--- config.mk ---
export PLATFORM = sky130hd
export DESIGN_NAME = dmem_block_engine
export DESIGN_NICKNAME = d
export VERILOG_FILES = /design/src/rtl/dmem_block_engine.sv
export SDC_FILE = /design/constraint.sdc
export NUM_CORES = 1
export LEC_CHECK = 0
export CAP_MARGIN = 25
export CORE_ASPECT_RATIO = 1.25
export CORE_UTILIZATION = 45
export DETAILED_ROUTE_END_ITERATION = 10
export PLACE_DENSITY = 0.87
export SLEW_MARGIN = 10
export SYNTH_ARGS = -nofsm -noshare
export SYNTH_HDL_FRONTEND = slang
export SYNTH_SLANG_ARGS = --single-unit
--- constraint.sdc ---
create_clock -name clk -period 2.3 [get_ports clk]
set_clock_uncertainty 0.1 [all_clocks]
set_input_delay 0.23 -clock clk [delete_from_list [all_inputs] [get_ports clk]]
set_output_delay 0.23 -clock clk [all_outputs]
set_load 0.03 [all_outputs]
--- src/rtl/dmem_block_engine.sv ---
// dmem_block_engine: bus-master block engine on the data-memory port.
// Copies, fills or checksums a block of 32-bit words using a synchronous-read
// memory (read issued in cycle k returns data in cycle k+1).
module dmem_block_engine #(
  parameter logic [31:0] DATA_START_ADDRESS = 32'h00800000,
  parameter int          COUNT_BITS         = 16
) (
  input  logic                  clk,
  input  logic                  rst,
  input  logic                  start,
  input  logic [1:0]            mode,
  input  logic [31:0]           src_addr,
  input  logic [31:0]           dst_addr,
  input  logic [COUNT_BITS-1:0] count,
  input  logic [31:0]           fill_value,
  output logic                  busy,
  output logic                  done,
  output logic                  error,
  output logic [31:0]           checksum,
  output logic [31:0]           dAddress,
  output logic                  MemRead,
  output logic                  MemWrite,
  output logic [31:0]           dWriteData,
  input  logic [31:0]           dReadData
);

  typedef enum logic [2:0] {
    S_IDLE     = 3'd0,
    S_CP_RD    = 3'd1,
    S_CP_WR    = 3'd2,
    S_FL_WR    = 3'd3,
    S_SM_RD    = 3'd4,
    S_SM_DRAIN = 3'd5,
    S_DONE     = 3'd6
  } state_t;

  localparam logic [COUNT_BITS-1:0] CNT_ONE  = {{(COUNT_BITS-1){1'b0}}, 1'b1};
  localparam logic [COUNT_BITS-1:0] CNT_ZERO = {COUNT_BITS{1'b0}};

  state_t                  r_state;
  state_t                  w_next_state;
  logic [31:0]             r_src;
  logic [31:0]             r_dst;
  logic [COUNT_BITS-1:0]   r_cnt;
  logic [31:0]             r_fill;
  logic [31:0]             r_checksum;
  logic                    r_error;
  logic                    r_acc;      // dReadData this cycle belongs to a checksum read
  logic                    r_busy;
  logic                    r_done;
  logic                    w_accept;
  logic                    w_cmd_err;
  logic                    w_last;
  logic                    w_mem_rd;
  logic                    w_mem_wr;
  logic [31:0]             w_addr;
  logic [31:0]             w_wdata;
  logic                    w_unused;

  // The base address parameter is informational for integrators; it has no role in the datapath.
  assign w_unused = ^DATA_START_ADDRESS;

  assign w_last = (r_cnt == CNT_ONE);

  // Command legality: reserved mode or a misaligned active address is an error.
  always_comb begin
    w_cmd_err = 1'b0;
    case (mode)
      2'd0:    w_cmd_err = (src_addr[1:0] != 2'b00) || (dst_addr[1:0] != 2'b00);
      2'd1:    w_cmd_err = (dst_addr[1:0] != 2'b00);
      2'd2:    w_cmd_err = (src_addr[1:0] != 2'b00);
      default: w_cmd_err = 1'b1;
    endcase
  end

  // Next-state logic; a start is honoured in IDLE and in the DONE cycle.
  always_comb begin
    w_next_state = r_state;
    w_accept     = 1'b0;
    case (r_state)
      S_IDLE, S_DONE: begin
        if (start) begin
          w_accept = 1'b1;
          if (w_cmd_err || (count == CNT_ZERO)) begin
            w_next_state = S_DONE;
          end else begin
            case (mode)
              2'd0:    w_next_state = S_CP_RD;
              2'd1:    w_next_state = S_FL_WR;
              2'd2:    w_next_state = S_SM_RD;
              default: w_next_state = S_DONE;
            endcase
          end
        end else begin
          w_next_state = S_IDLE;
        end
      end
      S_CP_RD: w_next_state = S_CP_WR;
      S_CP_WR: begin
        if (w_last) begin
          w_next_state = S_DONE;
        end else begin
          w_next_state = S_CP_RD;
        end
      end
      S_FL_WR: begin
        if (w_last) begin
          w_next_state = S_DONE;
        end else begin
          w_next_state = S_FL_WR;
        end
      end
      S_SM_RD: begin
        if (w_last) begin
          w_next_state = S_SM_DRAIN;
        end else begin
          w_next_state = S_SM_RD;
        end
      end
      S_SM_DRAIN: w_next_state = S_DONE;
      default:    w_next_state = S_IDLE;
    endcase
  end

  // Memory port decode from registered state; copy write data passes dReadData straight through.
  always_comb begin
    w_mem_rd = 1'b0;
    w_mem_wr = 1'b0;
    w_addr   = 32'h0000_0000;
    w_wdata  = 32'h0000_0000;
    case (r_state)
      S_CP_RD: begin
        w_mem_rd = 1'b1;
        w_addr   = r_src;
      end
      S_CP_WR: begin
        w_mem_wr = 1'b1;
        w_addr   = r_dst;
        w_wdata  = dReadData;
      end
      S_FL_WR: begin
        w_mem_wr = 1'b1;
        w_addr   = r_dst;
        w_wdata  = r_fill;
      end
      S_SM_RD: begin
        w_mem_rd = 1'b1;
        w_addr   = r_src;
      end
      default: begin
        w_mem_rd = 1'b0;
        w_mem_wr = 1'b0;
      end
    endcase
  end

  // State register plus busy/done flags registered from the next state.
  always_ff @(posedge clk) begin
    if (rst) begin
      r_state <= S_IDLE;
      r_busy  <= 1'b0;
      r_done  <= 1'b0;
    end else begin
      r_state <= w_next_state;
      r_busy  <= (w_next_state != S_IDLE) && (w_next_state != S_DONE);
      r_done  <= (w_next_state == S_DONE);
    end
  end

  // Operand capture, address/count stepping and checksum accumulation.
  always_ff @(posedge clk) begin
    if (rst) begin
      r_src      <= 32'h0000_0000;
      r_dst      <= 32'h0000_0000;
      r_cnt      <= CNT_ZERO;
      r_fill     <= 32'h0000_0000;
      r_checksum <= 32'h0000_0000;
      r_error    <= 1'b0;
      r_acc      <= 1'b0;
    end else if (w_accept) begin
      r_src      <= src_addr;
      r_dst      <= dst_addr;
      r_cnt      <= count;
      r_fill     <= fill_value;
      r_checksum <= 32'h0000_0000;
      r_error    <= w_cmd_err;
      r_acc      <= 1'b0;
    end else begin
      case (r_state)
        S_CP_WR: begin
          r_src <= r_src + 32'd4;
          r_dst <= r_dst + 32'd4;
          r_cnt <= r_cnt - CNT_ONE;
        end
        S_FL_WR: begin
          r_dst <= r_dst + 32'd4;
          r_cnt <= r_cnt - CNT_ONE;
        end
        S_SM_RD: begin
          r_src <= r_src + 32'd4;
          r_cnt <= r_cnt - CNT_ONE;
        end
        default: begin
          r_cnt <= r_cnt;
        end
      endcase
      r_acc <= (r_state == S_SM_RD);
      if (r_acc) begin
        r_checksum <= r_checksum + dReadData;
      end else begin
        r_checksum <= r_checksum;
      end
    end
  end

  assign busy       = r_busy;
  assign done       = r_done;
  assign error      = r_error;
  assign checksum   = r_checksum;
  assign dAddress   = w_addr;
  assign MemRead    = w_mem_rd;
  assign MemWrite   = w_mem_wr;
  assign dWriteData = w_wdata;

endmodule
==> flow_summary.ini <==
[run_status]
run_status = finished with violations
violations_in_the_final_reports = negative setup slack

[logic_synthesis]
synth_top_area_share_pct = 31.84
synth_flop_cell = dfxtp_1
async_reset_ff_share_pct = 0
netlist-cell-type-count = 68
mappedNetlistNets = 1446
synth_top_area_cell = dfxtp_1
yosys_register_bits = 151
netlist_instances = 1261
post_syn_area_per_cell_um2 = 7.528
ys_warn_count = 0
synth_edf_count = 0
post_synth_instance_area_um2 = 9493
synthTopCellsByArea = dfxtp_1 (32%), a21oi_1 (6.8%), nor2_1 (6.2%)
ys_seq_area_share_pct = 31.84

[cells_and_area]
commonest_non_fill_non_tap_cell_in_the_layout = buf_4
post_layout_nonfiller_instances = 1914
multi_input_area_um2 = 6668
finish.utilization_pct = 70.80
antenna-diode-count = 0
nNetsFinal = 1812
area_delta_synth_final_pct = 54.71
final-seq-area_um2 = 3057
most-common-layout-cells = buf_4 (203), clkdlybuf4s50_1 (180), nand2_1 (154), nor2_1 (154), dfxtp_1 (130)
finish.instance_area_um2 = 14690
final_layout_size_suffix_gt1_share_pct = 22.87
num-fill-cells = 1514

[pwr]
power.ir.vdd_worst_mv = 0.5505
design_power_total_mw = 10.69
static-leakage-power_nw = 5.816
cellPowerDensity_nw_per_um2 = 728.0

[die]
die_width_um = 131.9
area_of_the_die_um2 = 21680
core_area_um2 = 20740
num_rows = 59
die_h_um = 164.4
initial_core_util_pct = 45.76
top_level_ports = 250

[cts]
cts_buffers = 17
num_clock_sinks = 151
htree_num_levels = 4
clock-root-buffer = clkbuf_16
clkTransAtPathRegs_ns = 0.06
postCtsHoldBufs = 0
clk_latency_ns = 0.43
max-clock-path-buffers = 2
tritoncts = yes

[placed_design]
detailed_place.area_um2 = 13420
finalWeightedCongestion = 0.9659
dpl.cell_count = 1858
place.detailed.hpwl_mm = 25.35
portbufs = 249

[flow_run]
drv.max_cap_violation_count = 0

[sta]
grt_setup_unrepaired = yes
finalHoldViolations = 0
final_critical_path_setup_slack_ns = -0.4504
maxClockFrequency_mhz = 363.6
report.final.slew_viol_count = 0
worst_hold_slack_ns = 0.01725
timing_worst_slew_pin_value_ns = 0.8478
post-route-min-period_ns = 2.750
finalSetupViolations = 22
fin_crit_sh_pct = 119.6
worst_slew_margin_rel_pct = 43.48

[drt]
wl_met1_mm = 13.60
num_vias = 11620
route.met2.wl_mm = 19.40
routed.top_layer = met4
detail_route.wl_per_cell_um = 19.94
drt_first_iter_violations = 1248
met3WireLength_mm = 3.085
via_per_inst = 6.071
finalWirelength_mm = 38.17
drt-pass1-iter-count = 9
ant_nets = 0
drt_drc_violations_left = 0

[hold_path]
worstHoldPathType = primary input to register

[setup_path]
worstSetupEndpointType = register
cp_class = primary input to register
cpMaxStageDelayCell = clkdlybuf4s50_1
worst_ep_arrival_time_ns = 3.00
worstSetupStartpointType = primary input
crit_chain = clkdlybuf4s50_1 > ha_4 > fa_2 > a21oi_4 > o211ai_2 > nand4_1 > buf_6 > a2111oi_4 > o211ai_1 > a31oi_1 > mux2_2 > o22ai_2
crit_path_max_fanout = 3
critPathMaxStageDelay_ns = 0.53
critical_path_required_ns = 2.55

[global_route]
groute.usage.overall_pct = 32.88
antenna_found_initial = 1
first_global_vias = 11030
grt_max_degree = 112
globalRoute.totalOverflow = 0
first_pass_grt_wire_length_mm = 56.54
timing repair:
| item | 4_1_cts | 5_1_grt |
|---|---|---|
| setup buffers | 12 | 14 |
| setup endpoints to repair | 42 | 71 |
| endpoints found under the hold margin | 0 | 0 |
| resized for setup | 59 | 68 |
| gates cloned | 0 | 1 |
| pin swaps | 36 | 56 |
synth_stat cells, drive strengths merged (14+ instances only):
library cell  count
xor2             18
o21ai            72
clkbuf           54
nor3             33
o22ai            19
and3             18
a211oi           37
nand2           156
inv              23
a21oi           129
nand3            51
ha               35
nand4            14
a22o             31
nor2            158
dfxtp           151
buf              31
mux2i            53
final cells by class:
class	instances	area share, %
flip-flops and latches	151	20.81
multi-input cells	1002	45.40
repair buffers	432	26.69
clock buffers	18	2.990
clock inverters	14	1.184
well taps	274	2.334
inverters	23	0.5878
state kept, by name, indices dropped and copies added (netlist names), 3 cells and up:
register,count
r_fill,32
r_cnt,16
r_dst,32
r_src,32
checksum,32
r_state,3
through the flow:
stage | worst slack, ns | setup TNS [ns]
after floorplan | -0.1958 | -0.4651
after global placement | -0.7666 | -12.38
after detailed placement | -0.8462 | -13.42
after CTS | -0.3656 | -2.529
after global routing | -0.5093 | -6.768
final | -0.4504 | -4.649
logic make-up after synthesis:
logic type / count (synthesis) / synth area share [%]
xor+xnor: 31 / 2.860
compound gates: 374 / 24.99
fa+ha+maj: 36 / 4.824
simple gates: 506 / 25.08
flops: 151 / 31.84
buf+inv: 108 / 4.574
mux: 55 / 5.826
worst paths after layout:
path | from | end | slack, ns | cells after the start
setup / recovery | dReadData[0] | checksum[28]$_SDFFE_PP0P_ | -0.45 | 12
hold / removal | rst | checksum[31]$_SDFFE_PP0P_ | 0.02 | 4
setup reg to reg | checksum[0]$_SDFFE_PP0P_ | checksum[28]$_SDFFE_PP0P_ | -0.44 | 11
hold reg to reg | r_fill[8]$_SDFFE_PP0P_ | r_fill[8]$_SDFFE_PP0P_ | 0.36 | 2
critical path, delay by kind of cell:
kind	cells	cell delay [ns]
buffers and inverters	2	0.69
adders and majority gates	2	0.41
and+or+nand+nor	1	0.14
muxes	1	0.38
AOI/OAI and AO/OA	6	1.14
power breakdown:
group          leakage, nW  internal (mW)  switching (mW)
registers             1.25           3.02           0.413
logic                 4.28           1.85            2.45
clock network        0.289           1.74            1.22
total                 5.82           6.61            4.08
routing by layer:
layer,global-route usage (%),up-vias
met1,34.87,5395
met3,6.292,183
li1,-,5322
met2,60.51,719
met5,0,-
met4,19.93,0
No activity file was read; power rests on OpenSTA's default activity.
==> variant, RTL diff (config.mk and constraints unchanged) <==
The parameter `COUNT_BITS` goes from 16 to 12.
--- a/src/rtl/dmem_block_engine.sv
+++ b/src/rtl/dmem_block_engine.sv
@@ -3,7 +3,7 @@
 // memory (read issued in cycle k returns data in cycle k+1).
 module dmem_block_engine #(
   parameter logic [31:0] DATA_START_ADDRESS = 32'h00800000,
-  parameter int          COUNT_BITS         = 16
+  parameter int          COUNT_BITS         = 12
 ) (
   input  logic                  clk,
   input  logic                  rst,
Interface: changed (resized count); port bits go from 250 to 246. No check against the original RTL was run, so the function may have changed too.
==> variant against the original RTL <==
The run still ends with setup timing left; sequential cell count decreased by 4; clock power increased by 5%; final area decreased by 1.6%; register-to-register slack got worse by 90 ps; combinational power decreased by 10%; total power decreased by 4.1%; worst setup slack got worse by 84 ps; area after synthesis decreased by 2.7%; routed wire length decreased by 5.1%; critical path type is now reg2reg; critical endpoint is now checksum[23].
==> variant: results (changes against the original RTL) <==
Result of the run: complete, but fails checks
Origin of the worst setup path: checksum[1]
Synth Area in XOR/XNOR: 3.70% (+0.84 points)
Placed cell count: 1,824 (-1.8%)
Worst Setup EP: checksum[23]
Synth cell types: 81 (+19%)
WL met1: 13.4 mm (-1.7%)
Postcts setup bufs: 16 (+4)
Final number of setup-violating endpoints: 23 (+4.5%)
Crit path required time: 2530 ps (-20 ps)
Max IR drop VDD: 0.552 mV (+0.36%)
Final WS setup: -534 ps (-83.6 ps)
Met1 Usage GRT: 36.6% (+1.7 points)
Met2 wire length: 18.0 mm (-7.1%)
Layout cells sized above 1: 24.1% (+1.2 points)
Initial antenna violation count: 2 (+1)
Failing checks: setup timing
Vias in the first global route: 10,800 (-2.0%)
DRT iter0 DRCs: 939 (-25%)
Syn_area_per_cell: 7.65 um^2 (+1.6%)
Crit-path max FO: 4 (+1)
Met3 usage: 5.90% (-0.40 points)
Setup TNS: -7990 ps (-3340 ps)
Seq pwr share: 32.0% (about the same)
Worst Tran Pin Value: 605 ps (-242 ps)
Largest net degree at the start of global routing: 115 (+2.7%)
Complex-gate fraction of the synthesized area: 24.8% (-0.17 points)
variant: cell type report:
type                    instances  area (um^2)
clock inverters                13          198
fillers                      1430         5640
inverters                      20         80.1
repair buffers                445         3960
multi-input cells             958         6450
clock buffers                  19          443
diodes                          2         5.00
well taps                     270          338
flip-flops and latches        147         2990
variant: critical path: stages (launching register included):
cell and delay, ps:
dfxtp_4 360, buf_6 120, ha_4 230, a21o_1 210, a211oi_4 350, o2bb2ai_4 120, a211oi_4 270, o21ai_2 120
a31o_4 270, a221oi_2 270, mux2i_1 220, nand3_1 90
variant: cell families after synthesis:
family          after synthesis
compound gates              353
simple gates                477
fa+ha+maj                    36
buf+inv                     102
flops                       147
xor+xnor                     39
mux                          53
variant: through the flow:
step	worst slack [ps]	util [%]	hold slack, ps
floorplan	-293	-	266
global placement	-799	66.8	342
detailed placement	-881	66.8	347
CTS	-445	71.3	233
global route	-616	71.9	255
finish	-534	71.9	234
